`config.mk`:
```
export PLATFORM = sky130hd
export DESIGN_NAME = alu_share_arbiter_flat
export DESIGN_NICKNAME = d
export VERILOG_FILES = /design/src/rtl/alu_share_arbiter_if.sv /design/src/rtl/alu_share_arbiter.sv /design/src/flat_wrapper.sv
export SDC_FILE = /design/constraint.sdc
export NUM_CORES = 1
export LEC_CHECK = 0
export CORE_UTILIZATION = 36
export DETAILED_ROUTE_END_ITERATION = 7
export GPL_ROUTABILITY_DRIVEN = 0
export PLACE_DENSITY = 0.77
export SYNTH_ARGS = -nofsm -noshare
export SYNTH_HDL_FRONTEND = slang
export SYNTH_SLANG_ARGS = --single-unit
```
`constraint.sdc`:
```
create_clock -name clk -period 1.9 [get_ports clk]
set_clock_uncertainty 0.2 [all_clocks]
set_input_delay 0.38 -clock clk [delete_from_list [all_inputs] [get_ports clk]]
set_output_delay 0.38 -clock clk [all_outputs]
set_load 0.05 [all_outputs]
```
`src/rtl/alu_share_arbiter_if.sv`:
```
// alu_share_arbiter_if
//   Bundles every non-clock/reset signal of alu_share_arbiter: the two
//   requester valid/ready channels, the registered ALU drive and its
//   result/overflow return, the tagged response channel, the display hold
//   register, the busy flag and the sticky overflow controls.
//   modport slave  : the arbiter's view (requests in, responses out)
//   modport master : the surrounding system's view (requesters, ALU, consumer)
// Parameters: OPW operand width, RESW ALU result width.
interface alu_share_arbiter_if #(
  parameter int OPW  = 3,
  parameter int RESW = 16
);
  logic            req0_valid;
  logic [OPW-1:0]  req0_a;
  logic [OPW-1:0]  req0_b;
  logic [1:0]      req0_op;
  logic            req0_ready;
  logic            req1_valid;
  logic [OPW-1:0]  req1_a;
  logic [OPW-1:0]  req1_b;
  logic [1:0]      req1_op;
  logic            req1_ready;
  logic [OPW-1:0]  alu_a;
  logic [OPW-1:0]  alu_b;
  logic [1:0]      alu_op;
  logic [RESW-1:0] alu_out;
  logic            alu_ovf;
  logic            rsp_valid;
  logic            rsp_ready;
  logic            rsp_id;
  logic [RESW-1:0] rsp_data;
  logic            rsp_ovf;
  logic [RESW-1:0] disp_data;
  logic            busy;
  logic            ovf_clr;
  logic            ovf_sticky;

  modport slave (
    input  req0_valid, req0_a, req0_b, req0_op,
    input  req1_valid, req1_a, req1_b, req1_op,
    input  alu_out, alu_ovf, rsp_ready, ovf_clr,
    output req0_ready, req1_ready, alu_a, alu_b, alu_op,
    output rsp_valid, rsp_id, rsp_data, rsp_ovf, disp_data, busy, ovf_sticky
  );

  modport master (
    output req0_valid, req0_a, req0_b, req0_op,
    output req1_valid, req1_a, req1_b, req1_op,
    output alu_out, alu_ovf, rsp_ready, ovf_clr,
    input  req0_ready, req1_ready, alu_a, alu_b, alu_op,
    input  rsp_valid, rsp_id, rsp_data, rsp_ovf, disp_data, busy, ovf_sticky
  );
endinterface

```
`src/rtl/alu_share_arbiter.sv`:
```
// alu_share_arbiter
//   Shares one combinational ALU between two valid/ready requesters with
//   round-robin priority. An accepted request's operands and opcode are
//   registered onto the ALU inputs, held for SETTLE_CYCLES cycles, then the
//   ALU result and overflow are captured and offered as a response tagged
//   with the requester id. The last handed-off result is held on disp_data.
// Ports:
//   clk    rising-edge system clock
//   rst_n  asynchronous active-low reset
//   bus    alu_share_arbiter_if.slave (requests, ALU drive/return, response,
//          disp_data, busy, ovf_clr, ovf_sticky)
// Optional feature: define ALU_ARB_OVF_STICKY_EN to build the sticky
//   overflow flag; otherwise ovf_sticky is tied 0 and ovf_clr is ignored.
module alu_share_arbiter #(
  parameter int OPW           = 3,
  parameter int RESW          = 16,
  parameter int SETTLE_CYCLES = 1
) (
  input  logic                clk,
  input  logic                rst_n,
  alu_share_arbiter_if.slave  bus
);

  // A settle time of zero still needs one cycle for the ALU to see its inputs.
  localparam int SETTLE_EFF = (SETTLE_CYCLES < 1) ? 1 : SETTLE_CYCLES;
  localparam int CNTW       = (SETTLE_EFF > 1) ? $clog2(SETTLE_EFF) : 1;
  localparam logic [CNTW-1:0] CNT_LOAD = CNTW'(SETTLE_EFF - 1);

  typedef enum logic [1:0] {IDLE, EXEC, RESP} state_t;

  state_t          state_q, state_d;
  logic            prio_q, prio_d;
  logic [CNTW-1:0] cnt_q, cnt_d;
  logic [OPW-1:0]  alu_a_q, alu_a_d;
  logic [OPW-1:0]  alu_b_q, alu_b_d;
  logic [1:0]      alu_op_q, alu_op_d;
  logic            rsp_id_q, rsp_id_d;
  logic [RESW-1:0] rsp_data_q, rsp_data_d;
  logic            rsp_ovf_q, rsp_ovf_d;
  logic [RESW-1:0] disp_data_q, disp_data_d;
  logic            grant0, grant1;
  logic            handshake;

  // Round-robin: a lone requester always wins; a tie goes to prio_q.
  // Ready is also masked by rst_n so nothing is accepted during reset.
  always_comb begin
    grant0    = bus.req0_valid && (!bus.req1_valid || !prio_q);
    grant1    = bus.req1_valid && (!bus.req0_valid ||  prio_q);
    handshake = (state_q == RESP) && bus.rsp_ready;
  end

  assign bus.req0_ready = rst_n && (state_q == IDLE) && grant0;
  assign bus.req1_ready = rst_n && (state_q == IDLE) && grant1;
  assign bus.alu_a      = alu_a_q;
  assign bus.alu_b      = alu_b_q;
  assign bus.alu_op     = alu_op_q;
  assign bus.rsp_valid  = (state_q == RESP);
  assign bus.rsp_id     = rsp_id_q;
  assign bus.rsp_data   = rsp_data_q;
  assign bus.rsp_ovf    = rsp_ovf_q;
  assign bus.disp_data  = disp_data_q;
  assign bus.busy       = (state_q != IDLE);

  // Next-state and datapath: accept in IDLE, count down in EXEC, hold the
  // response in RESP until the consumer takes it.
  always_comb begin
    state_d     = state_q;
    prio_d      = prio_q;
    cnt_d       = cnt_q;
    alu_a_d     = alu_a_q;
    alu_b_d     = alu_b_q;
    alu_op_d    = alu_op_q;
    rsp_id_d    = rsp_id_q;
    rsp_data_d  = rsp_data_q;
    rsp_ovf_d   = rsp_ovf_q;
    disp_data_d = disp_data_q;
    case (state_q)
      IDLE: begin
        if (grant0 || grant1) begin
          alu_a_d  = grant1 ? bus.req1_a  : bus.req0_a;
          alu_b_d  = grant1 ? bus.req1_b  : bus.req0_b;
          alu_op_d = grant1 ? bus.req1_op : bus.req0_op;
          rsp_id_d = grant1;
          cnt_d    = CNT_LOAD;
          state_d  = EXEC;
        end
      end
      EXEC: begin
        if (cnt_q == '0) begin
          rsp_data_d = bus.alu_out;
          rsp_ovf_d  = bus.alu_ovf;
          state_d    = RESP;
        end else begin
          cnt_d = cnt_q - 1'b1;
        end
      end
      RESP: begin
        if (bus.rsp_ready) begin
          disp_data_d = rsp_data_q;
          prio_d      = ~rsp_id_q;
          state_d     = IDLE;
        end
      end
      default: state_d = IDLE;
    endcase
  end

  // State and datapath registers; reset drops any in-flight operation.
  always_ff @(posedge clk or negedge rst_n) begin
    if (!rst_n) begin
      state_q     <= IDLE;
      prio_q      <= 1'b0;
      cnt_q       <= '0;
      alu_a_q     <= '0;
      alu_b_q     <= '0;
      alu_op_q    <= '0;
      rsp_id_q    <= 1'b0;
      rsp_data_q  <= '0;
      rsp_ovf_q   <= 1'b0;
      disp_data_q <= '0;
    end else begin
      state_q     <= state_d;
      prio_q      <= prio_d;
      cnt_q       <= cnt_d;
      alu_a_q     <= alu_a_d;
      alu_b_q     <= alu_b_d;
      alu_op_q    <= alu_op_d;
      rsp_id_q    <= rsp_id_d;
      rsp_data_q  <= rsp_data_d;
      rsp_ovf_q   <= rsp_ovf_d;
      disp_data_q <= disp_data_d;
    end
  end

`ifdef ALU_ARB_OVF_STICKY_EN
  logic ovf_sticky_q, ovf_sticky_d;

  // Clear first so that a set in the same cycle wins.
  always_comb begin
    ovf_sticky_d = ovf_sticky_q;
    if (bus.ovf_clr) begin
      ovf_sticky_d = 1'b0;
    end
    if (handshake && rsp_ovf_q) begin
      ovf_sticky_d = 1'b1;
    end
  end

  always_ff @(posedge clk or negedge rst_n) begin
    if (!rst_n) begin
      ovf_sticky_q <= 1'b0;
    end else begin
      ovf_sticky_q <= ovf_sticky_d;
    end
  end

  assign bus.ovf_sticky = ovf_sticky_q;
`else
  logic unused_sticky_inputs;

  assign unused_sticky_inputs = bus.ovf_clr ^ handshake;
  assign bus.ovf_sticky       = 1'b0;
`endif

endmodule

```
`src/flat_wrapper.sv`:
```
// flat-port wrapper written by rule: the top's interface ports become plain ports
module alu_share_arbiter_flat 
#(
  parameter int OPW           = 3,
  parameter int RESW          = 16,
  parameter int SETTLE_CYCLES = 1
)
  (clk, rst_n, bus_req0_valid, bus_req0_a, bus_req0_b, bus_req0_op, bus_req1_valid, bus_req1_a, bus_req1_b, bus_req1_op, bus_alu_out, bus_alu_ovf, bus_rsp_ready, bus_ovf_clr, bus_req0_ready, bus_req1_ready, bus_alu_a, bus_alu_b, bus_alu_op, bus_rsp_valid, bus_rsp_id, bus_rsp_data, bus_rsp_ovf, bus_disp_data, bus_busy, bus_ovf_sticky);
  alu_share_arbiter_if #(.OPW(OPW), .RESW(RESW)) bus_i ();
  input  logic clk;
  input  logic rst_n;
  input wire logic [$bits(bus_i.req0_valid)-1:0] bus_req0_valid;
  input wire logic [$bits(bus_i.req0_a)-1:0] bus_req0_a;
  input wire logic [$bits(bus_i.req0_b)-1:0] bus_req0_b;
  input wire logic [$bits(bus_i.req0_op)-1:0] bus_req0_op;
  input wire logic [$bits(bus_i.req1_valid)-1:0] bus_req1_valid;
  input wire logic [$bits(bus_i.req1_a)-1:0] bus_req1_a;
  input wire logic [$bits(bus_i.req1_b)-1:0] bus_req1_b;
  input wire logic [$bits(bus_i.req1_op)-1:0] bus_req1_op;
  input wire logic [$bits(bus_i.alu_out)-1:0] bus_alu_out;
  input wire logic [$bits(bus_i.alu_ovf)-1:0] bus_alu_ovf;
  input wire logic [$bits(bus_i.rsp_ready)-1:0] bus_rsp_ready;
  input wire logic [$bits(bus_i.ovf_clr)-1:0] bus_ovf_clr;
  output wire logic [$bits(bus_i.req0_ready)-1:0] bus_req0_ready;
  output wire logic [$bits(bus_i.req1_ready)-1:0] bus_req1_ready;
  output wire logic [$bits(bus_i.alu_a)-1:0] bus_alu_a;
  output wire logic [$bits(bus_i.alu_b)-1:0] bus_alu_b;
  output wire logic [$bits(bus_i.alu_op)-1:0] bus_alu_op;
  output wire logic [$bits(bus_i.rsp_valid)-1:0] bus_rsp_valid;
  output wire logic [$bits(bus_i.rsp_id)-1:0] bus_rsp_id;
  output wire logic [$bits(bus_i.rsp_data)-1:0] bus_rsp_data;
  output wire logic [$bits(bus_i.rsp_ovf)-1:0] bus_rsp_ovf;
  output wire logic [$bits(bus_i.disp_data)-1:0] bus_disp_data;
  output wire logic [$bits(bus_i.busy)-1:0] bus_busy;
  output wire logic [$bits(bus_i.ovf_sticky)-1:0] bus_ovf_sticky;
  assign bus_i.req0_valid = bus_req0_valid;
  assign bus_i.req0_a = bus_req0_a;
  assign bus_i.req0_b = bus_req0_b;
  assign bus_i.req0_op = bus_req0_op;
  assign bus_i.req1_valid = bus_req1_valid;
  assign bus_i.req1_a = bus_req1_a;
  assign bus_i.req1_b = bus_req1_b;
  assign bus_i.req1_op = bus_req1_op;
  assign bus_i.alu_out = bus_alu_out;
  assign bus_i.alu_ovf = bus_alu_ovf;
  assign bus_i.rsp_ready = bus_rsp_ready;
  assign bus_i.ovf_clr = bus_ovf_clr;
  assign bus_req0_ready = bus_i.req0_ready;
  assign bus_req1_ready = bus_i.req1_ready;
  assign bus_alu_a = bus_i.alu_a;
  assign bus_alu_b = bus_i.alu_b;
  assign bus_alu_op = bus_i.alu_op;
  assign bus_rsp_valid = bus_i.rsp_valid;
  assign bus_rsp_id = bus_i.rsp_id;
  assign bus_rsp_data = bus_i.rsp_data;
  assign bus_rsp_ovf = bus_i.rsp_ovf;
  assign bus_disp_data = bus_i.disp_data;
  assign bus_busy = bus_i.busy;
  assign bus_ovf_sticky = bus_i.ovf_sticky;
  alu_share_arbiter #(.OPW(OPW), .RESW(RESW), .SETTLE_CYCLES(SETTLE_CYCLES)) u_core (.clk(clk), .rst_n(rst_n), .bus(bus_i));
endmodule
```
### Word-level counts from Yosys, hierarchy flattened

Index checks and enable logic that the tools add are counted.

* register bits: 46
* input port bits: 39
* output and inout bits: 47

* reductions and logical operators: 19
* equal/unequal tests: 5
* bitwise operators: 2
* muxes and demuxes: 10
* $add $sub $neg: 1

Operators with widths (count)
* 2-bit 2-to-1 mux: 4
* 2-bit AND reduction: 4
* 3-bit 2-to-1 mux: 2
* 2-bit inequality test (second input constant): 3
* 2-bit case mux with 3 select lines: 1
* 1-bit logical AND: 5
* 2-bit nonzero test: 2
* 1-bit zero test: 3
* 1-bit logical OR: 3
* 3-bit AND reduction: 1
* 2-bit by 1-bit equality test with 1-bit output (second input constant): 1
* 2-bit equality test (second input constant): 1
* 2-bit zero test: 1
* 1-bit 2-to-1 mux: 2
* 1-bit NOT: 2
* 1-bit case mux with 2 select lines: 1
* 1-bit subtractor (second input constant): 1

### Logic depth before layout (Yosys ltp)

Gate-level depths: netlist (run 1).

* depth in word-level cells: 6
* gate-level depth with buffers: 5
* mapped depth without buffers: 3

### Least setup slack after synthesis (run 1)

OpenSTA, ideal clock, no wires.

* path type: register -> output
* from: reg u_core.state_q[1]
* to: out bus_req0_ready
* path buffers: 1
* data arrival time: 1940 ps
* stages on the path, launching flop included: 5
* path slack: -620 ps
* required time: 1320 ps
* path through: dfrtp_1 nor2_1 buf_2 nand2_1 a211oi_1

* word-level cells in the longest chain between the ends: 3

Ends and longest elaborated chain
* from (decl): line alu_share_arbiter.sv:31 `state_t state_q, state_d;`
* from (signal assigned): line alu_share_arbiter.sv:122 `state_q <= state_d;`
* 2-bit zero test: line alu_share_arbiter.sv:52 `assign bus.req0_ready = rst_n && (state_q == IDLE) && grant0;`
* 1-bit logical AND (2 in series): line alu_share_arbiter.sv:52
* to (decl): line flat_wrapper.sv:24 `output wire logic [$bits(bus_i.req0_ready)-1:0] bus_req0_ready;`

Every way passes these cells.

### Worst setup path in the final report (run 1)

* from: reg u_core.state_q[0]
* to: out bus_req0_ready

The elaborated chain is that of the path after synthesis.

==> results.ini, run 1 <==
[die]
io_pins=86
core_area_mm2=0.00517
fp.dieArea_mm2=0.00576
start_util_pct=38.0
rows=26
die-height_um=75.9
die_w_um=75.9

[worst_setup_path]
critPathLaunchType=flop
path_max_fanout=2
cp.arrival_ns=1.33
path_cells=nor2_2, nand2_2, a211oi_4, buf_12
path_class=reg2out
cp.required_ns=1.32
cp_slowest_cell=dfrtp_1
max_stage_delay_ns=0.39
end_kind=primary output

[layout]
layout-drive-gt1-share_pct=43.8
antennaDiodeCount=0
finalNonFillerCells=305
nFillCells=446
fin_nets=273
area_growth_syn_to_layout_pct=49.5

[yosys]
synth.top_cells.by_count=dfrtp_1, mux2_1, mux2_2, o21ai_0, mux2_4
async_flop_share_pct=100
synth.distinct_cells=26
syn_avg_cell_area_um2=13.9
netlist.area_leader.share_pct=57.3
synth-edff-count=0
synth_area_mm2=0.00197
yosys_warnings=0
synth_cells=141
ys_top_cells_by_area=dfrtp_1, mux2_1, mux2_4, mux2_2, a31oi_2
synth_area_leader_cell=dfrtp_1
post-synth-top-count-cell=dfrtp_1
yosysSeqAreaShare_pct=57.3
synth_nets=180
synth_flop_cell=dfrtp_1
ys_ff_latch=45

[routing]
via_per_inst=4.77
ant_nets=0
routedWlPerCell_um=14.3
route.detailed.drc=0
vias=1456
drt-total-wl_mm=4.37
drt-initial-drc-count=79
first_pass_iters=5

[sta]
slew_viol_final=0
rsz0062_at_grt=true
hold_viol=0
fin_ws_ns=-0.00908
setup_viol=1
worst-slew-pin-transition_ns=0.558
timing.final.crit_share_pct=100
fin_crit_ns=1.91
slew_headroom_pct=62.8
max_freq_mhz=524

[worst_hold_path]
hold_class=in2async

[grt]
grt_max_degree=46
grt_pass1_wl_mm=7.51
antenna_found_initial=0
grt_pass1_vias=1617
grt_use_total_pct=16.4
overflow=0

[cts]
clk_latency_ns=0.29
cts_tree=done
path_clk_slew_ns=0.08
cts_buffer_depth=2
h-tree-depth=2
cts_root_buf=clkbuf_8
cts_made_buffers=5
cts_sinks=45
ctsHoldBuffers=0

[job]
cap_violations=0

[run_status]
outcome=finished, violations left
violations=negative setup slack

[placed_design]
port_buffers=83
dp_hpwl_mm=3.10
dp.cells=295

==> layer usage <==
metal,GRT usage [%],share of wire (%),vias to the layer above
li1,-,-,682
met1,20.1,42,717
met2,28.2,51,51
met3,3.73,5.4,6
met4,6.35,1.2,0
met5,0,0,-
==> placed cells by master, fill, tap and decap left out, drive strengths merged, types with 2 or more instances in the layout <==
cell type / n
nand2b: 2
nand3: 8
inv: 5
dfrtp: 45
buf: 60
nand2: 2
mux2: 33
a21oi: 8
clkdlybuf4s50: 34
clkbuf: 7
o21ai: 10
a31oi: 8
==> through the flow <==
| step | hold WS [ns] | utilization [%] | TNS (ns) | cell area (µm²) | setup WS [ns] |
|---|---|---|---|---|---|
| floorplan | -0.116 | - | -0.295 | 1980 | -0.155 |
| global placement | 0.280 | 54.4 | -1.08 | 2810 | -0.125 |
| detailed placement | 0.283 | 54.4 | -1.34 | 2810 | -0.151 |
| CTS | 0.0344 | 56.6 | -0.140 | 2930 | -0.0999 |
| global route | 0.0815 | 56.8 | -0.214 | 2940 | -0.0869 |
| finish | 0.0166 | 56.8 | -0.00908 | 2940 | -0.00908 |
==> critical path: cells and delay by family (launching register included) <==
| family | cells | cell delay, ns |
|---|---|---|
| AOI/OAI and AO/OA | 1 | 0.21 |
| buffers and inverters | 1 | 0.17 |
| DFF | 1 | 0.39 |
| and+or+nand+nor | 2 | 0.26 |
==> kinds of logic after synthesis <==
| logic type | synth area share (%) |
|---|---|
| compound gates | 10.9 |
| buf+inv | 5.09 |
| flops | 57.3 |
| mux | 20.6 |
| other cells | 0.191 |
| simple gates | 5.98 |
==> timing repair <==
action                     4_1_cts  5_1_grt
pin swaps                        3        2
resized for setup                5        4
setup endpoints to repair        3        4
gates cloned                     0        0
buffers inserted                 2        0
==> state kept, by name, indices dropped and copies added (netlist names) <==
signal / flops
u_core.state_q: 2
u_core.bus.disp_data: 16
u_core.prio_q: 1
u_core.bus.alu_op: 2
u_core.bus.alu_b: 3
u_core.bus.alu_a: 3
u_core.bus.rsp_ovf: 1
u_core.bus.rsp_data: 16
u_core.bus.rsp_id: 1
==> worst paths after layout <==
check                                        startpoint                       to  slack (ns)  depth (start not counted)
worst min register to register  u_core.bus.disp_data[9]  u_core.bus.disp_data[9]        0.30                          1
min in group clk                u_core.bus.disp_data[9]  u_core.bus.disp_data[9]        0.30                          1
worst max register to register        u_core.state_q[0]  u_core.bus.disp_data[4]        0.33                          3
worst max-delay path                  u_core.state_q[0]           bus_req0_ready      -0.009                          4
worst min-delay path                              rst_n  u_core.bus.disp_data[0]        0.02                          2
max in group asynchronous                         rst_n     u_core.bus.alu_op[1]        1.11                          2
==> cell type report <==
cell class	instances	area, µm²	area share, %
flip-flops and latches	45	1130	38.3
inverters	5	18.8	0.638
multi-input cells	81	777	26.4
well taps	70	87.6	2.98
repair buffers	96	847	28.8
clock buffers	7	76.3	2.60
clock inverters	1	7.51	0.255
Power of run 1 is not shown: default switching activity piles up to over one toggle a cycle in this logic, so the estimate is an artifact.
==> run 2, diff against run 1 <==
--- a/config.mk
+++ b/config.mk
@@ -5,6 +5,7 @@
 export SDC_FILE = /design/constraint.sdc
 export NUM_CORES = 1
 export LEC_CHECK = 0
+export CORE_MARGIN = 2
 export CORE_UTILIZATION = 36
 export DETAILED_ROUTE_END_ITERATION = 7
 export GPL_ROUTABILITY_DRIVEN = 0
==> run 2 against run 1 <==
  * The flow now finishes without violations
  * Sequential share of layout area did not move
  * Sequential cell count did not move
  * Cell count fell by 0.33%
  * Cell area did not move
  * Utilization fell by 0.36 points
  * Maximum frequency rose by 0.73%
  * Worst hold slack got worse by 0.0066 ns
  * Via count fell by 0.69%
  * First-iteration DRC count fell by 37%
  * Die area rose by 5.3%
  * Worst setup slack improved by 0.014 ns
  * Register-to-register slack barely moved
  * Largest cell class unchanged
==> results.ini, run 2 (synthesis gave the netlist of run 1 again) <==
[placed_design]
port_buffers=83  ; unchanged
dp_hpwl_mm=3.15  ; +1.6%
pre_cts_slack_ns=-0.121  ; +0.0296 ns
dp.cells=295  ; unchanged
dpl_cell_area_mm2=0.00283  ; +0.44%

[die]
fp.dieArea_mm2=0.00607  ; +5.3%
die_w_um=77.9  ; +2.6%
rows=26  ; unchanged
start_util_pct=37.8  ; -0.24 points
io_pins=86  ; unchanged
core_area_mm2=0.00520  ; +0.63%
die-height_um=77.9  ; +2.6%

[sta]
setup_viol=0  ; -1
rsz0062_at_grt=true
timing.final.crit_share_pct=99.8  ; -0.72 points
fin_ws_ns=0.00467  ; +0.0137 ns
slew_viol_final=0  ; unchanged
max_freq_mhz=528  ; +0.73%
slew_headroom_pct=62.8  ; +0.066 points
hold_viol=0  ; unchanged
finalHoldWorstSlack_ns=0.0100  ; -0.00655 ns
fin_crit_ns=1.90  ; -0.0137 ns
worst-slew-pin-transition_ns=0.557  ; -0.000991 ns

[worst_setup_path]
path_max_fanout=2  ; unchanged
cp.arrival_ns=1.32  ; about the same
cp.required_ns=1.32  ; about the same
path_class=reg2out
critPathLaunchType=flop
end_kind=primary output

[cts]
ctsHoldBuffers=0  ; unchanged
cts_sinks=45  ; unchanged
cts_tree=done
h-tree-depth=2  ; unchanged
path_clk_slew_ns=0.08  ; about the same
cts_made_buffers=5  ; unchanged
cts_buffer_depth=2  ; unchanged
clk_latency_ns=0.29  ; about the same
cts_root_buf=clkbuf_8

[job]
cap_violations=0  ; unchanged

[layout]
final_cell_mix=buf_4, dfrtp_1, clkdlybuf4s50_1
final_area_mm2=0.00294  ; unchanged
layout_commonest_cell=buf_4
fin_nets=272  ; -0.37%
area_growth_syn_to_layout_pct=49.5  ; unchanged
nFillCells=474  ; +6.3%
layout-drive-gt1-share_pct=43.6  ; -0.24 points
antennaDiodeCount=0  ; unchanged
finalNonFillerCells=304  ; -0.33%

[grt]
grt_use_total_pct=15.0  ; -1.5 points
antenna_found_initial=0  ; unchanged
overflow=0  ; unchanged
grt_pass1_wl_mm=7.11  ; -5.2%
grt_max_degree=46  ; unchanged
grt_pass1_vias=1483  ; -8.3%

[routing]
routedWlPerCell_um=14.0  ; -2.1%
vias=1446  ; -0.69%
first_pass_iters=4  ; -1
via_per_inst=4.76  ; -0.36%
drt-total-wl_mm=4.27  ; -2.4%
drt-initial-drc-count=50  ; -37%
route.detailed.drc=0  ; unchanged
ant_nets=0  ; unchanged

[worst_hold_path]
hold_class=in2async

[run_status]
outcome=finished clean

## run 2: cell types whose count changed in the layout (fill, tap and decap cells not counted), sizes merged
cell	before	now
buf	60	59
## run 2: stage by stage
step / util (%) / TNS [ns]
2_1_floorplan: - / -0.295
3_3_place_gp: 54.3 / -1.04
3_5_place_dp: 54.3 / -1.30
4_1_cts: 56.3 / -0.119
5_1_grt: 56.5 / -0.182
6_report: 56.5 / 0
## run 2: layout make-up
type / instances / area, µm² / share of cell area (%)
Sequential cell: 45 / 1130 / 38.3
Tap cell: 70 / 87.6 / 2.98
Clock buffer: 7 / 76.3 / 2.60
Clock inverter: 1 / 7.51 / 0.255
Multi-Input combinational cell: 81 / 772 / 26.3
Inverter: 5 / 18.8 / 0.638
Timing Repair Buffer: 95 / 852 / 29.0
## run 2: routing by layer
| metal | share of wire (%) | vias to the layer above | global-route usage (%) |
|---|---|---|---|
| met5 | 0 | - | 0 |
| met3 | 6.8 | 5 | 4.19 |
| met2 | 48 | 58 | 23.2 |
| met4 | 0.84 | 0 | 4.74 |
| li1 | - | 681 | - |
| met1 | 44 | 702 | 20.4 |
## run 2: critical path, stage by stage (launching register included)
cell,delay [ns]
dfrtp_1,0.39
nor2_2,0.14
nand2_2,0.12
a211oi_4,0.21
buf_12,0.17
## run 2: what timing repair did
item	in CTS	in global routing
gates resized for setup	5	3
gates cloned	0	0
setup endpoints to repair	2	4
pin swaps	3	2
buffers inserted	1	0
## run 2: path summary, 6_finish.rpt
check	startpoint	endpoint	slack (ns)	cells past startpoint
worst max-delay path	u_core.state_q[1]	bus_req0_ready	0.005	4
min in group clk	u_core.bus.disp_data[7]	u_core.bus.disp_data[7]	0.30	1
worst max register to register	u_core.state_q[0]	u_core.bus.disp_data[6]	0.32	3
worst min-delay path	rst_n	u_core.bus.rsp_data[12]	0.01	2
worst min register to register	u_core.bus.disp_data[7]	u_core.bus.disp_data[7]	0.30	1
max in group asynchronous	rst_n	u_core.prio_q	1.11	2
Power of run 2 is left out for the same reason.
==> run 3, diff against run 2 <==
--- a/config.mk
+++ b/config.mk
@@ -8,8 +8,9 @@
 export CORE_MARGIN = 2
 export CORE_UTILIZATION = 36
 export DETAILED_ROUTE_END_ITERATION = 7
+export DONT_BUFFER_PORTS = 1
 export GPL_ROUTABILITY_DRIVEN = 0
-export PLACE_DENSITY = 0.77
+export PLACE_DENSITY = 0.57
 export SYNTH_ARGS = -nofsm -noshare
 export SYNTH_HDL_FRONTEND = slang
 export SYNTH_SLANG_ARGS = --single-unit
==> run 3 against run 2 <==
  * Non-clock buffer count is 83 lower
  * Maximum frequency is 0.53% higher
  * Worst setup slack better by 0.0099 ns
  * Utilization is 13 points lower
  * Die area stayed put
==> results.ini, run 3 (synthesis gave the netlist of run 1 again) <==
[sta]
slew_viol_final=0  ; unchanged
rsz0062_at_grt=true
timing.final.crit_share_pct=99.2  ; -0.52 points
setup_viol=0  ; unchanged
fin_crit_ns=1.89  ; -0.00995 ns
hold_viol=0  ; unchanged
slew_headroom_pct=64.7  ; +1.9 points
setup_tns_ns=0  ; unchanged
max_freq_mhz=530  ; +0.53%
worst-slew-pin-transition_ns=0.529  ; -0.0284 ns

[worst_setup_path]
end_kind=primary output
reg2reg_depth=5  ; +2
r2r_slack_ns=0.24  ; -0.08 ns
cp.arrival_ns=1.31  ; about the same
critPathLaunchType=flop
path_max_fanout=4  ; +2
reg2reg_to=u_core.bus.rsp_data[1]
cp.required_ns=1.32  ; about the same
reg2reg_from=u_core.state_q[1]
cp-startpoint=u_core.state_q[0]
path_class=reg2out

[worst_hold_path]
hold_depth=1
holdPathEnd=u_core.bus.rsp_data[2]
hold_class=in2reg
min_from=bus_alu_out[2]

[grt]
grt_use_total_pct=13.7  ; -1.3 points
grt_use_met2_pct=22.1  ; -1.1 points
grt.busiest_layer=met2
gr-usage-met1_pct=16.5  ; -3.8 points
met3_usage_pct=6.28  ; +2.1 points
grt_max_degree=46  ; unchanged
overflow=0  ; unchanged
grt_pass1_wl_mm=6.55  ; -7.9%
antenna_found_initial=0  ; unchanged
grt_pass1_vias=1213  ; -18%

[routing]
drt-initial-drc-count=23  ; -54%
first_pass_iters=4  ; unchanged
ant_nets=0  ; unchanged
drt-total-wl_mm=4.03  ; -5.5%
vias=1137  ; -21%
via_per_inst=5.14  ; +8.2%
routedWlPerCell_um=18.2  ; +30%
route.detailed.drc=0  ; unchanged

[job]
cap_violations=0  ; unchanged

[placed_design]
port_buffers=0  ; -100%
dpl_cell_area_mm2=0.00204  ; -28%
dp_hpwl_mm=2.92  ; -7.1%
dp.cells=207  ; -30%

[die]
die-height_um=77.9  ; unchanged
io_pins=86  ; unchanged
rows=26  ; unchanged
start_util_pct=37.8  ; unchanged
die_w_um=77.9  ; unchanged
core_area_mm2=0.00520  ; unchanged
fp.dieArea_mm2=0.00607  ; unchanged

[cts]
cts_sinks=45  ; unchanged
cts_buffer_depth=2  ; unchanged
cts_tree=done
path_clk_slew_ns=0.08  ; about the same
h-tree-depth=2  ; unchanged
cts_root_buf=clkbuf_8
cts_made_buffers=5  ; unchanged
clk_latency_ns=0.29  ; about the same

[layout]
final_cell_mix=dfrtp_1, mux2_1, mux2_2
final_area_mm2=0.00225  ; -24%
area_growth_syn_to_layout_pct=14.3
fin_nets=189  ; -31%
layout-drive-gt1-share_pct=35.8  ; -7.8 points
layout_commonest_cell=dfrtp_1
finalNonFillerCells=221  ; -27%
antennaDiodeCount=0  ; unchanged
fin_util_pct=43.2  ; -13 points

[run_status]
outcome=finished clean

==> run 3: cell types whose count changed in the layout (fill, tap and decap cells not counted), moves of 2 or more <==
cell | previous run | this run
buf_6 | 0 | 3
clkdlybuf4s50_1 | 34 | 0
buf_12 | 4 | 1
buf_4 | 54 | 5
dlygate4sd3_1 | 0 | 2
==> run 3: area by class of cell <==
class	instances	area, µm²
fillers	489	2960
clock inverters	2	38.8
flip-flops and latches	45	1130
repair buffers	12	139
well taps	70	87.6
multi-input cells	81	761
inverters	5	22.5
clock buffers	6	72.6
==> run 3: metrics by stage <==
stage | hold WS [ns] | worst slack [ns]
after floorplan | -0.116 | -0.155
after global placement | -0.115 | 0.245
after detailed placement | -0.115 | 0.203
after CTS | 0.00298 | -0.0770
after global routing | 0.000307 | -0.0592
final | 0.0154 | 0.0146
==> run 3: routing by layer <==
metal / up-vias / part of all wire, %
li1: 515 / -
met5: - / 0
met1: 559 / 40
met2: 61 / 49
met4: 0 / 0.20
met3: 2 / 11
==> run 3: worst max path at each step <==
stage / end / slack (ns) / cells past startpoint
global placement: bus_req0_ready / 0.24 / 4
global route: bus_req0_ready / -0.06 / 4
floorplan: bus_req0_ready / -0.15 / 4
finish: bus_req0_ready / 0.01 / 4
detailed placement: bus_req0_ready / 0.20 / 4
CTS: bus_req0_ready / -0.08 / 4
==> run 3: worst max-delay path, stage by stage, from the launching register on <==
cell and delay (ns):
dfrtp_2 0.44, nor2_4 0.13, nand2_2 0.08, a211oi_2 0.18, buf_6 0.19
==> run 3: timing repair <==
item | in CTS | in global routing
resized for setup | 5 | 3
hold buffers | 3 | 0
hold endpoints to repair | 46 | 0
pin swaps | 4 | 2
gates cloned | 0 | 0
setup buffers | 2 | 1
endpoints found under the setup margin | 4 | 4
Power of run 3 is left out for the same reason.
